### src/rtl/fft_stage_sequencer.sv
// fft_stage_sequencer
//   Stage controller for an in-place radix-2 FFT. A start request runs all
//   log2(N) butterfly stages. Each stage kicks the twiddle mapper with the
//   stage index, waits for its completion pulse (with a watchdog), lets the
//   butterfly pipeline drain, then flips the ping-pong banks.
//
// Ports
//   clk_i        rising-edge clock
//   rst_i        asynchronous active-high reset
//   start_i      run request, sampled only in IDLE
//   map_dv_i     mapper completion pulse (honoured only in WAIT_MAP)
//   map_we_i     mapper coefficient-valid strobe
//   map_start_o  one-cycle mapper kick
//   map_stage_o  stage index for the mapper, stable from KICK to NEXT
//   bf_en_o      butterfly enable = map_we_i while in WAIT_MAP
//   rd_bank_o    read bank select; final value is the result bank
//   wr_bank_o    write bank select, always ~rd_bank_o
//   busy_o       high outside IDLE
//   done_o       one-cycle pulse when all stages complete
//   err_o        sticky mapper-timeout flag, cleared by the next accepted start
module fft_stage_sequencer #(
  parameter  int N       = 32,
  parameter  int LATENCY = 3,
  parameter  int TIMEOUT = 2*N,
  localparam int STAGE_W = $clog2(N/4)
) (
  input  logic               clk_i,
  input  logic               rst_i,
  input  logic               start_i,
  input  logic               map_dv_i,
  input  logic               map_we_i,
  output logic               map_start_o,
  output logic [STAGE_W-1:0] map_stage_o,
  output logic               bf_en_o,
  output logic               rd_bank_o,
  output logic               wr_bank_o,
  output logic               busy_o,
  output logic               done_o,
  output logic               err_o
);

  localparam int NSTAGES = $clog2(N);
  // Stage counter must hold NSTAGES-1 even when the mapper port is narrower.
  localparam int SCNT_W  = (STAGE_W > $clog2(NSTAGES)) ? STAGE_W : $clog2(NSTAGES);
  localparam int WD_W    = $clog2(TIMEOUT + 1);
  localparam int DR_W    = $clog2(LATENCY + 1);

  localparam logic [SCNT_W-1:0] LAST_STAGE = SCNT_W'(NSTAGES - 1);
  localparam logic [WD_W-1:0]   WD_LIMIT   = WD_W'(TIMEOUT - 1);
  localparam logic [DR_W-1:0]   DR_LOAD    = DR_W'(LATENCY - 1);

  typedef enum logic [2:0] {
    S_IDLE, S_KICK, S_WAIT, S_DRAIN, S_NEXT, S_DONE
  } state_e;

  state_e            state_q;
  logic [SCNT_W-1:0] stage_q;
  logic [WD_W-1:0]   wd_q;
  logic [DR_W-1:0]   drain_q;
  logic              rd_bank_q;
  logic              map_start_q;
  logic              busy_q;
  logic              done_q;
  logic              err_q;

  // Registered outputs are written for the state being entered, so they are
  // valid in the same cycle as that state.
  always_ff @(posedge clk_i or posedge rst_i) begin
    if (rst_i) begin
      state_q     <= S_IDLE;
      stage_q     <= '0;
      wd_q        <= '0;
      drain_q     <= '0;
      rd_bank_q   <= 1'b0;
      map_start_q <= 1'b0;
      busy_q      <= 1'b0;
      done_q      <= 1'b0;
      err_q       <= 1'b0;
    end else begin
      map_start_q <= 1'b0;
      done_q      <= 1'b0;
      case (state_q)
        S_IDLE: begin
          if (start_i) begin
            err_q       <= 1'b0;
            stage_q     <= '0;
            rd_bank_q   <= 1'b0;
            wd_q        <= '0;
            drain_q     <= '0;
            map_start_q <= 1'b1;
            busy_q      <= 1'b1;
            state_q     <= S_KICK;
          end
        end
        S_KICK: begin
          wd_q    <= '0;
          state_q <= S_WAIT;
        end
        S_WAIT: begin
          wd_q <= wd_q + WD_W'(1);
          // Completion beats a timeout landing in the same cycle.
          if (map_dv_i) begin
            drain_q <= DR_LOAD;
            state_q <= S_DRAIN;
          end else if (wd_q == WD_LIMIT) begin
            err_q   <= 1'b1;
            busy_q  <= 1'b0;
            stage_q <= '0;
            state_q <= S_IDLE;
          end
        end
        S_DRAIN: begin
          if (drain_q == '0) state_q <= S_NEXT;
          else               drain_q <= drain_q - DR_W'(1);
        end
        S_NEXT: begin
          rd_bank_q <= ~rd_bank_q;
          if (stage_q == LAST_STAGE) begin
            done_q  <= 1'b1;
            state_q <= S_DONE;
          end else begin
            stage_q     <= stage_q + SCNT_W'(1);
            map_start_q <= 1'b1;
            state_q     <= S_KICK;
          end
        end
        S_DONE: begin
          busy_q  <= 1'b0;
          stage_q <= '0;
          state_q <= S_IDLE;
        end
        default: begin
          busy_q  <= 1'b0;
          stage_q <= '0;
          state_q <= S_IDLE;
        end
      endcase
    end
  end

  assign map_start_o = map_start_q;
  assign map_stage_o = stage_q[STAGE_W-1:0];
  assign bf_en_o     = (state_q == S_WAIT) & map_we_i;
  assign rd_bank_o   = rd_bank_q;
  assign wr_bank_o   = ~rd_bank_q;
  assign busy_o      = busy_q;
  assign done_o      = done_q;
  assign err_o       = err_q;

endmodule
### config.mk
export PLATFORM = sky130hd
export DESIGN_NAME = fft_stage_sequencer
export DESIGN_NICKNAME = d
export VERILOG_FILES = /design/src/rtl/fft_stage_sequencer.sv
export SDC_FILE = /design/constraint.sdc
export NUM_CORES = 1
export LEC_CHECK = 0
export ABC_AREA = 1
export CAP_MARGIN = 20
export CORE_ASPECT_RATIO = 0.75
export CORE_MARGIN = 10
export CORE_UTILIZATION = 50
export CTS_CLUSTER_SIZE = 10
export DETAILED_ROUTE_END_ITERATION = 6
export GPL_TIMING_DRIVEN = 0
export HOLD_SLACK_MARGIN = 0.06
export PLACE_DENSITY = 0.85
export SYNTH_ARGS = -nofsm -noshare
export SYNTH_HDL_FRONTEND = slang
export SYNTH_SLANG_ARGS = --single-unit
### constraint.sdc
create_clock -name clk_i -period 1.57 [get_ports clk_i]
set_clock_uncertainty 0.05 [all_clocks]
set_input_delay 0.314 -clock clk_i [delete_from_list [all_inputs] [get_ports clk_i]]
set_output_delay 0.314 -clock clk_i [all_outputs]
set_load 0.05 [all_outputs]
Word level (Yosys, flattened, before mapping). Index checks and enable logic that the tools add are counted.

Input bits: 5. Output and inout bits: 10. Word-level logic and storage cells: 75. Register bits after elaboration: 20.

Equality and inequality tests: 14. Multiplexer cells: 30. Bitwise operators: 4. Reduce and logical (&&, ||, !) cells: 15. Add/sub/neg operators: 3.

Operators by type and width (count): 2-to-1 mux 3 bit (8); one-hot mux 7 bit (3 select lines) (1); one-hot mux 3 bit (5 select lines) (1); != test 2 bit (second input constant) (7); one-hot mux 3 bit (4 select lines) (1); AND reduction 4 bit (3); 2-to-1 mux 1 bit (10); adder 7 x 1 -> 7 bit (second input constant) (1); equality test 7 x 6 -> 1 bit (second input constant) (1); 2-to-1 mux 7 bit (1); equality test 3 x 2 -> 1 bit (second input constant) (2); equality test 3 bit (second input constant) (2); 2-to-1 mux 2 bit (3); one-hot mux 1 bit (2 select lines) (3); one-hot mux 2 bit (3 select lines) (1); nonzero test 3 bit (2); AND reduction 5 bit (1); AND reduction 2 bit (2); nonzero test 2 bit (2); adder 3 x 1 -> 3 bit (second input constant) (1); equality test 3 x 1 -> 1 bit (second input constant) (1); zero test 3 bit (1); != test 3 bit (second input constant) (1); inverter 1 bit (3); 7 further kinds (7).

Logic depth before layout (Yosys ltp). Gate-level depths: netlist of run 1.

Word-level depth: 4. Depth in mapped cells: 10. Mapped depth without buffers: 10.

Least setup slack after synthesis of run 1. No wires, ideal clock.

Path type: register -> output. From: reg state_q[0]. To: out bf_en_o. Cell stages (with the launch flop): 4. Path slack: -143 ps. Required time: 1206 ps. Path buffers: 0. Data arrival time: 1349 ps. Cells stage by stage: dfrtp_1 -> nor2_2 -> nand2_2 -> nor2_1.

Longest elaborated chain between the ends: 2.

RTL lines: from (decl) (RTL line 56) `state_e state_q;`; from (signal assigned) (RTL line 70) `state_q <= S_IDLE;`; from (signal assigned) (RTL line 92) `state_q <= S_KICK;`; from (signal assigned) (RTL line 97) `state_q <= S_WAIT;`; equality test 3 x 2 -> 1 bit (RTL line 143) `assign bf_en_o = (state_q == S_WAIT) & map_we_i;`; bitwise AND 1 bit (RTL line 143); to (decl) (RTL line 34) `output logic bf_en_o,`.

No other way between the ends.

Worst setup path after layout of run 1. Ends and elaborated chain as after synthesis.

==> metrics.txt, run 1 <==
Top Ports 15; Synth cell types 21; mux cell area share after synthesis 0; worst r2r dst map_stage_o[0]; Die Area between 4000 and 5000 um2; Synth Flop Type dfrtp_1; diode count 0; clock share of power 0.108; violated checks negative setup slack; final WL 2.63 mm; Reg2Reg Setup Slack ~0.07 ns; Initial Utilization 0.536; WP data arrival between 1 and 1.5 ns; FF-to-FF Start state_q[2]; Synth area leader dfrtp_1; max-slew violation count 0; Max Root-Sink Buffers 2; Crit Path Class reg -> out; leakage power 0.757 nW; Final Util 0.673; largest family of logic cells by synthesized area simple AND/OR/NAND/NOR gates; combinational power share 0.562; Avg Cell Area, Syn 7.74 um2; Post-synth EDFFs 0; CTS tree yes; Final #Nets between 150 and 200; Sw Ratio 0.482; First-pass DRT Iterations 5; Max IR drop VDD ~1200 uV; Finished Layout Cells 192; clock-pin transition on the worst setup and hold timing paths ~0.11 ns; simple-gate share of the synthesized area 0.308; worst slew pin tran about 0.77 ns; layout cells sized above 1 0.220; register area share after synthesis 0.456; die width ~74 um; cell total after placement between 150 and 200; Hold WC Path Type in -> async; initial DRC count between 40 and 50; top cells by count, synth 39 x nand2_1, 25 x inv_1, 20 x dfrtp_1, 16 x nand3_1, 7 x nor2_1; Yosys top cell area share 0.456; CTS Hold Bufs 0; vias post-DR between 1,000 and 1,500; GR Overflow Total 0; clock latency on the worst-skew pair 0.30 ns; fin area ~1400 um2; core area about 2000 um2; setup ws final -0.00862 ns; Slew Limit Headroom 0.485; period utilization 1.01; top achievable clock speed roughly 630 MHz; GPL Wtd Cong between 0.9 and 1; worst reg2reg path depth 8; register share of total power 0.330; initial antenna violation count 0; H-tree depth 1; power per cell area between 1500 and 2000 nW/um2; Hold Slack around 0.4 ns; CP required about 1.2 ns; Synth Area in Adders 0.0456; CP startpoint kind flip-flop; remaining antenna violation count 0; Sw Pwr approximately 0.0011 W; synthesized area roughly 1100 um2; async set or reset register ratio after synthesis 1.00; FP Rows 14; Global Route Usage Sum 0.113; Final Hold Fails 0; XOR/XNOR Fraction of Synth Area 0.00797; Yosys warnings 0; Die H 60.6 um; Clock Sinks 20; synthesis-to-finish area growth 25.6%; dominant cells by area after synthesis dfrtp_1 46%, nand2_1 13%, inv_1 8.5%; hpwl dp around 1.9 mm; final setup fails 1; Residual DRC 0; vias in the first global route between 900 and 1,000; RSZ-0062 raised after global routing true; Syn Nets 151; CP Capture Type output port; min Tclk post-route around 1.6 ns; most frequent cell after synthesis nand2_1; Compound-Gate Fraction of Synth Area 0.0877; placed cell area roughly 1300 um2; CTS Buf Count 3; Pwr Total ~0.0023 W; pin count of the biggest net entering global routing 21; Post-Syn Instances around 140; status complete, but fails checks; critical path peak fanout 3; #FFs+latches synth 20; Root Buffer clkbuf_4; Pint around 0.0012 W; number of vias per cell 5.25; Max Cap Viol 0; wire per inst 13.7 um; first-pass GRT wire length around 4.1 mm; IO Port Bufs 14
-- registers in the layout, summed over array words and instances (netlist names) --
| name | count |
|---|---|
| err_o | 1 |
| map_start_o | 1 |
| busy_o | 1 |
| rd_bank_o | 1 |
| wd_q | 7 |
| drain_q | 2 |
| map_stage_o | 3 |
| done_o | 1 |
| state_q | 3 |
-- critical path, stage by stage (launching register included) --
cell	delay, ns
dfrtp_2	0.45
nor2_4	0.15
nand2_4	0.08
nor2_4	0.08
buf_6	0.16
-- layer usage --
metal  global-route usage  part of all wire  vias up
li1                     -                 -      503
met1                0.137              0.44      478
met2                0.183              0.50       23
met3               0.0440             0.049        4
met4               0.0292             0.010        0
met5                    0                 0        -
-- metrics by stage --
step / setup WS [ns] / setup TNS, ns
3_5_place_dp: -0.497 / -0.566
5_1_grt: -0.0587 / -0.152
2_1_floorplan: 0.0126 / 0
4_1_cts: -0.102 / -0.102
6_report: -0.00862 / -0.00862
3_3_place_gp: -0.497 / -0.528
-- timing repair --
item                                   4_1_cts  5_1_grt
setup endpoints to repair                   10       10
pin swaps                                    0        2
buffers inserted                             0        8
endpoints found under the hold margin        0        0
gates resized for setup                     28       10
-- cell type report --
type	instances	area [um2]
Fill cell	157	669
Multi-Input combinational cell	94	515
Sequential cell	20	504
Timing Repair Buffer	22	195
Inverter	28	109
Tap cell	24	30.0
Clock buffer	4	26.3
-- power by group through the flow --
stage | clock network [W] | logic (W) | registers [W]
after floorplan | 0 | 0.000700 | 0.000887
after global placement | 0 | 0.00104 | 0.000781
after detailed placement | 0 | 0.00110 | 0.000789
after CTS | 0.000256 | 0.00109 | 0.000788
after global routing | 0.000272 | 0.00147 | 0.000786
final | 0.000253 | 0.00132 | 0.000775
-- placed cells by master, fill, tap and decap left out --
master	n
nand4_1	4
nand2_1	39
buf_6	1
nand3_1	15
nand3_2	4
dlygate4sd2_1	2
ha_1	4
nor2_4	3
inv_2	4
a21oi_1	2
inv_1	23
o21bai_1	1
clkbuf_2	2
clkdlybuf4s50_1	4
clkbuf_1	1
dfrtp_2	3
o21ai_1	4
dfrtp_1	17
or2_2	1
o2111ai_1	1
xor2_1	1
nor2_1	6
nand2_4	1
clkbuf_4	3
buf_4	8
a21boi_1	1
o21ai_0	6
clkdlybuf4s15_2	5
o211ai_2	1
clkinvlp_4	1
-- how the worst max path moves through the flow --
| stage | slack (ns) | cells after the start | to | startpoint |
|---|---|---|---|---|
| final | -0.009 | 4 | bf_en_o | state_q[0] |
| after detailed placement | -0.50 | 4 | bf_en_o | map_we_i |
| after global placement | -0.50 | 4 | bf_en_o | map_we_i |
| after floorplan | 0.01 | 10 | map_stage_o[2] | map_stage_o[1] |
| after CTS | -0.10 | 4 | bf_en_o | state_q[0] |
| after global routing | -0.06 | 8 | map_stage_o[0] | state_q[2] |
-- cell families after synthesis --
kind of cell               Yosys count
xor gates and xnor gates             1
AOI/OAI and AO/OA                   16
adders and majority gates            4
buffers and inverters               28
DFF                                 20
and+or+nand+nor                     73
Power figures use the tool's default switching activity.
==> run 2: changes to the inputs <==
Settings changed: CTS_CLUSTER_SIZE 10 to unset.
==> results of run 2 <==
The final DEF is identical to that of run 1; final timing and power are the same.
==> run 3: changes to the inputs <==
Settings changed: RECOVER_POWER set to 50.
==> run 3 against run 2 <==
- the run still ends with negative setup slack left
- register-to-register slack barely moved
- sequential power barely moved
- worst hold slack improved by 0.055 ns
- cell count did not move
- total power barely moved
- wire length barely moved
- utilization did not move
- die area did not move
==> metrics.txt, run 3 (same netlist as run 1, synthesis figures left out) <==
status complete, but fails checks (unchanged); violated checks negative setup slack (unchanged); Clock Sinks 20 (unchanged); CTS tree yes (unchanged); final setup fails 1 (unchanged); Initial Utilization 0.536 (unchanged); largest reg by FF count wd_q (unchanged); layout cells sized above 1 0.220 (unchanged); wire per inst 13.7 um (about the same); register share of total power 0.330 (about the same); GPL Wtd Cong 0.948 (unchanged); Die H 60.6 um (unchanged); Final #Nets 178 (unchanged); GR Overflow Total 0 (unchanged); min Tclk post-route 1.58 ns (about the same); clock latency on the worst-skew pair 0.30 ns (about the same); power per cell area 1700 nW/um2 (about the same); Final Hold Fails 0 (unchanged); Top Ports 15 (unchanged); core area 2050 um2 (unchanged); most frequent cells in the layout 39 x nand2_1, 23 x inv_1, 17 x dfrtp_1, 15 x nand3_1, 8 x buf_4 (unchanged); WP data arrival 1.21 ns (about the same); Pwr Total 0.00235 W (about the same); final WL 2.64 mm (was 2.63 mm); vias post-DR 1,008 (unchanged); Finished Layout Cells 192 (unchanged); CP Capture Type output port (unchanged); remaining antenna violation count 0 (unchanged); Die Area 4490 um2 (unchanged); vias in the first global route 943 (unchanged); placed cell area 1270 um2 (unchanged); Max Cap Viol 0 (unchanged); pin count of the biggest net entering global routing 21 (unchanged); Max Root-Sink Buffers 2 (unchanged); first-pass GRT wire length 4.10 mm (unchanged); period utilization 1.01 (about the same); Sw Ratio 0.482 (about the same); setup ws final -0.00891 ns (was -0.00862 ns); Residual DRC 0 (unchanged); footprint of the multi-input gates 515 um2 (unchanged); number of vias per cell 5.25 (unchanged); Pint 0.00122 W (about the same); clock share of power 0.108 (about the same); FP Rows 14 (unchanged); Hold WC Path Type reg -> reg (was in -> async); combinational power share 0.562 (about the same); RSZ-0062 raised after global routing true (unchanged); H-tree depth 1 (unchanged); max FFs per register 7 (unchanged); initial antenna violation count 0 (unchanged); die width 74.1 um (unchanged); critical path peak fanout 3 (unchanged); initial DRC count 47 (unchanged); FF+latch area 504 um2 (unchanged); diode count 0 (unchanged); max-slew violation count 0 (unchanged); Global Route Usage Sum 0.113 (unchanged); cell total after placement 180 (unchanged); fin area 1380 um2 (unchanged); Crit Path Class reg -> out (unchanged); leakage power 0.757 nW (about the same); Slew Limit Headroom 0.485 (about the same); Max IR drop VDD 1220 uV (about the same); CP startpoint kind flip-flop (unchanged); Sw Pwr 0.00113 W (about the same); CP required 1.21 ns (about the same); most common cell after layout, fill and taps aside nand2_1 (unchanged); CTS Buf Count 3 (unchanged); Layout fillers 157 (unchanged); setup tns final -0.00891 ns (was -0.00862 ns); Root Buffer clkbuf_4 (unchanged); First-pass DRT Iterations 4 (was 5); synthesis-to-finish area growth 25.6% (unchanged); top achievable clock speed 633 MHz (about the same); hpwl dp 1.88 mm (unchanged); worst slew pin tran 0.771 ns (about the same); IO Port Bufs 14 (unchanged); clock-pin transition on the worst setup and hold timing paths 0.11 ns (about the same)
-- run 3: cell count changes in the layout (fill, tap and decap cells not counted) --
cell,before,now
clkdlybuf4s50_1,4,3
dlygate4sd3_1,0,1
-- run 3: stage by stage --
step	setup WS, ns	util	hold WS, ns
after floorplan	0.0126	-	0.228
after global placement	-0.497	0.621	0.412
after detailed placement	-0.497	0.621	0.416
after CTS	-0.102	0.638	0.418
after global routing	-0.0587	0.673	0.485
final	-0.00891	0.673	0.444
-- run 3: path summary, 6_finish.rpt --
check                            from  slack (ns)        endpoint  depth (start not counted)
min in group asynchronous       rst_i        0.53  map_stage_o[1]                          2
max                        state_q[0]      -0.009         bf_en_o                          4
max reg2reg                state_q[2]        0.07  map_stage_o[0]                          8
max in group asynchronous       rst_i        0.42      state_q[1]                          2
min                        drain_q[1]        0.44      drain_q[1]                          2
min reg2reg                drain_q[1]        0.44      drain_q[1]                          2
-- run 3: worst max-delay path: stages (launching register included) --
cell	delay [ns]
dfrtp_2	0.45
nor2_4	0.15
nand2_4	0.08
nor2_4	0.08
buf_6	0.16
-- run 3: layout make-up --
class / count / area share
multi-input cells: 94 / 0.374
flip-flops and latches: 20 / 0.365
repair buffers: 22 / 0.141
inverters: 28 / 0.0789
well taps: 24 / 0.0218
clock buffers: 4 / 0.0190
-- run 3: layer usage --
layer	global-route usage	vias up	wire, um
met5	0	-	0
met4	0.0292	0	27
met3	0.0440	4	129
met2	0.183	23	1320
met1	0.137	479	1150
li1	-	502	-
-- run 3: repair_timing --
action                                  4_1_cts  5_1_grt
gates cloned                                  0        0
hold buffers                                  0        0
pin swaps                                     0        2
setup buffers                                 0        8
gates resized for setup                      28       10
endpoints found under the setup margin       10       10
-- run 3: power groups by stage --
stage	registers (W)	logic [W]	clock network (W)
CTS	0.000788	0.00109	0.000256
finish	0.000775	0.00132	0.000253
floorplan	0.000887	0.000700	0
global route	0.000786	0.00147	0.000272
detailed placement	0.000789	0.00110	0
global placement	0.000781	0.00104	0
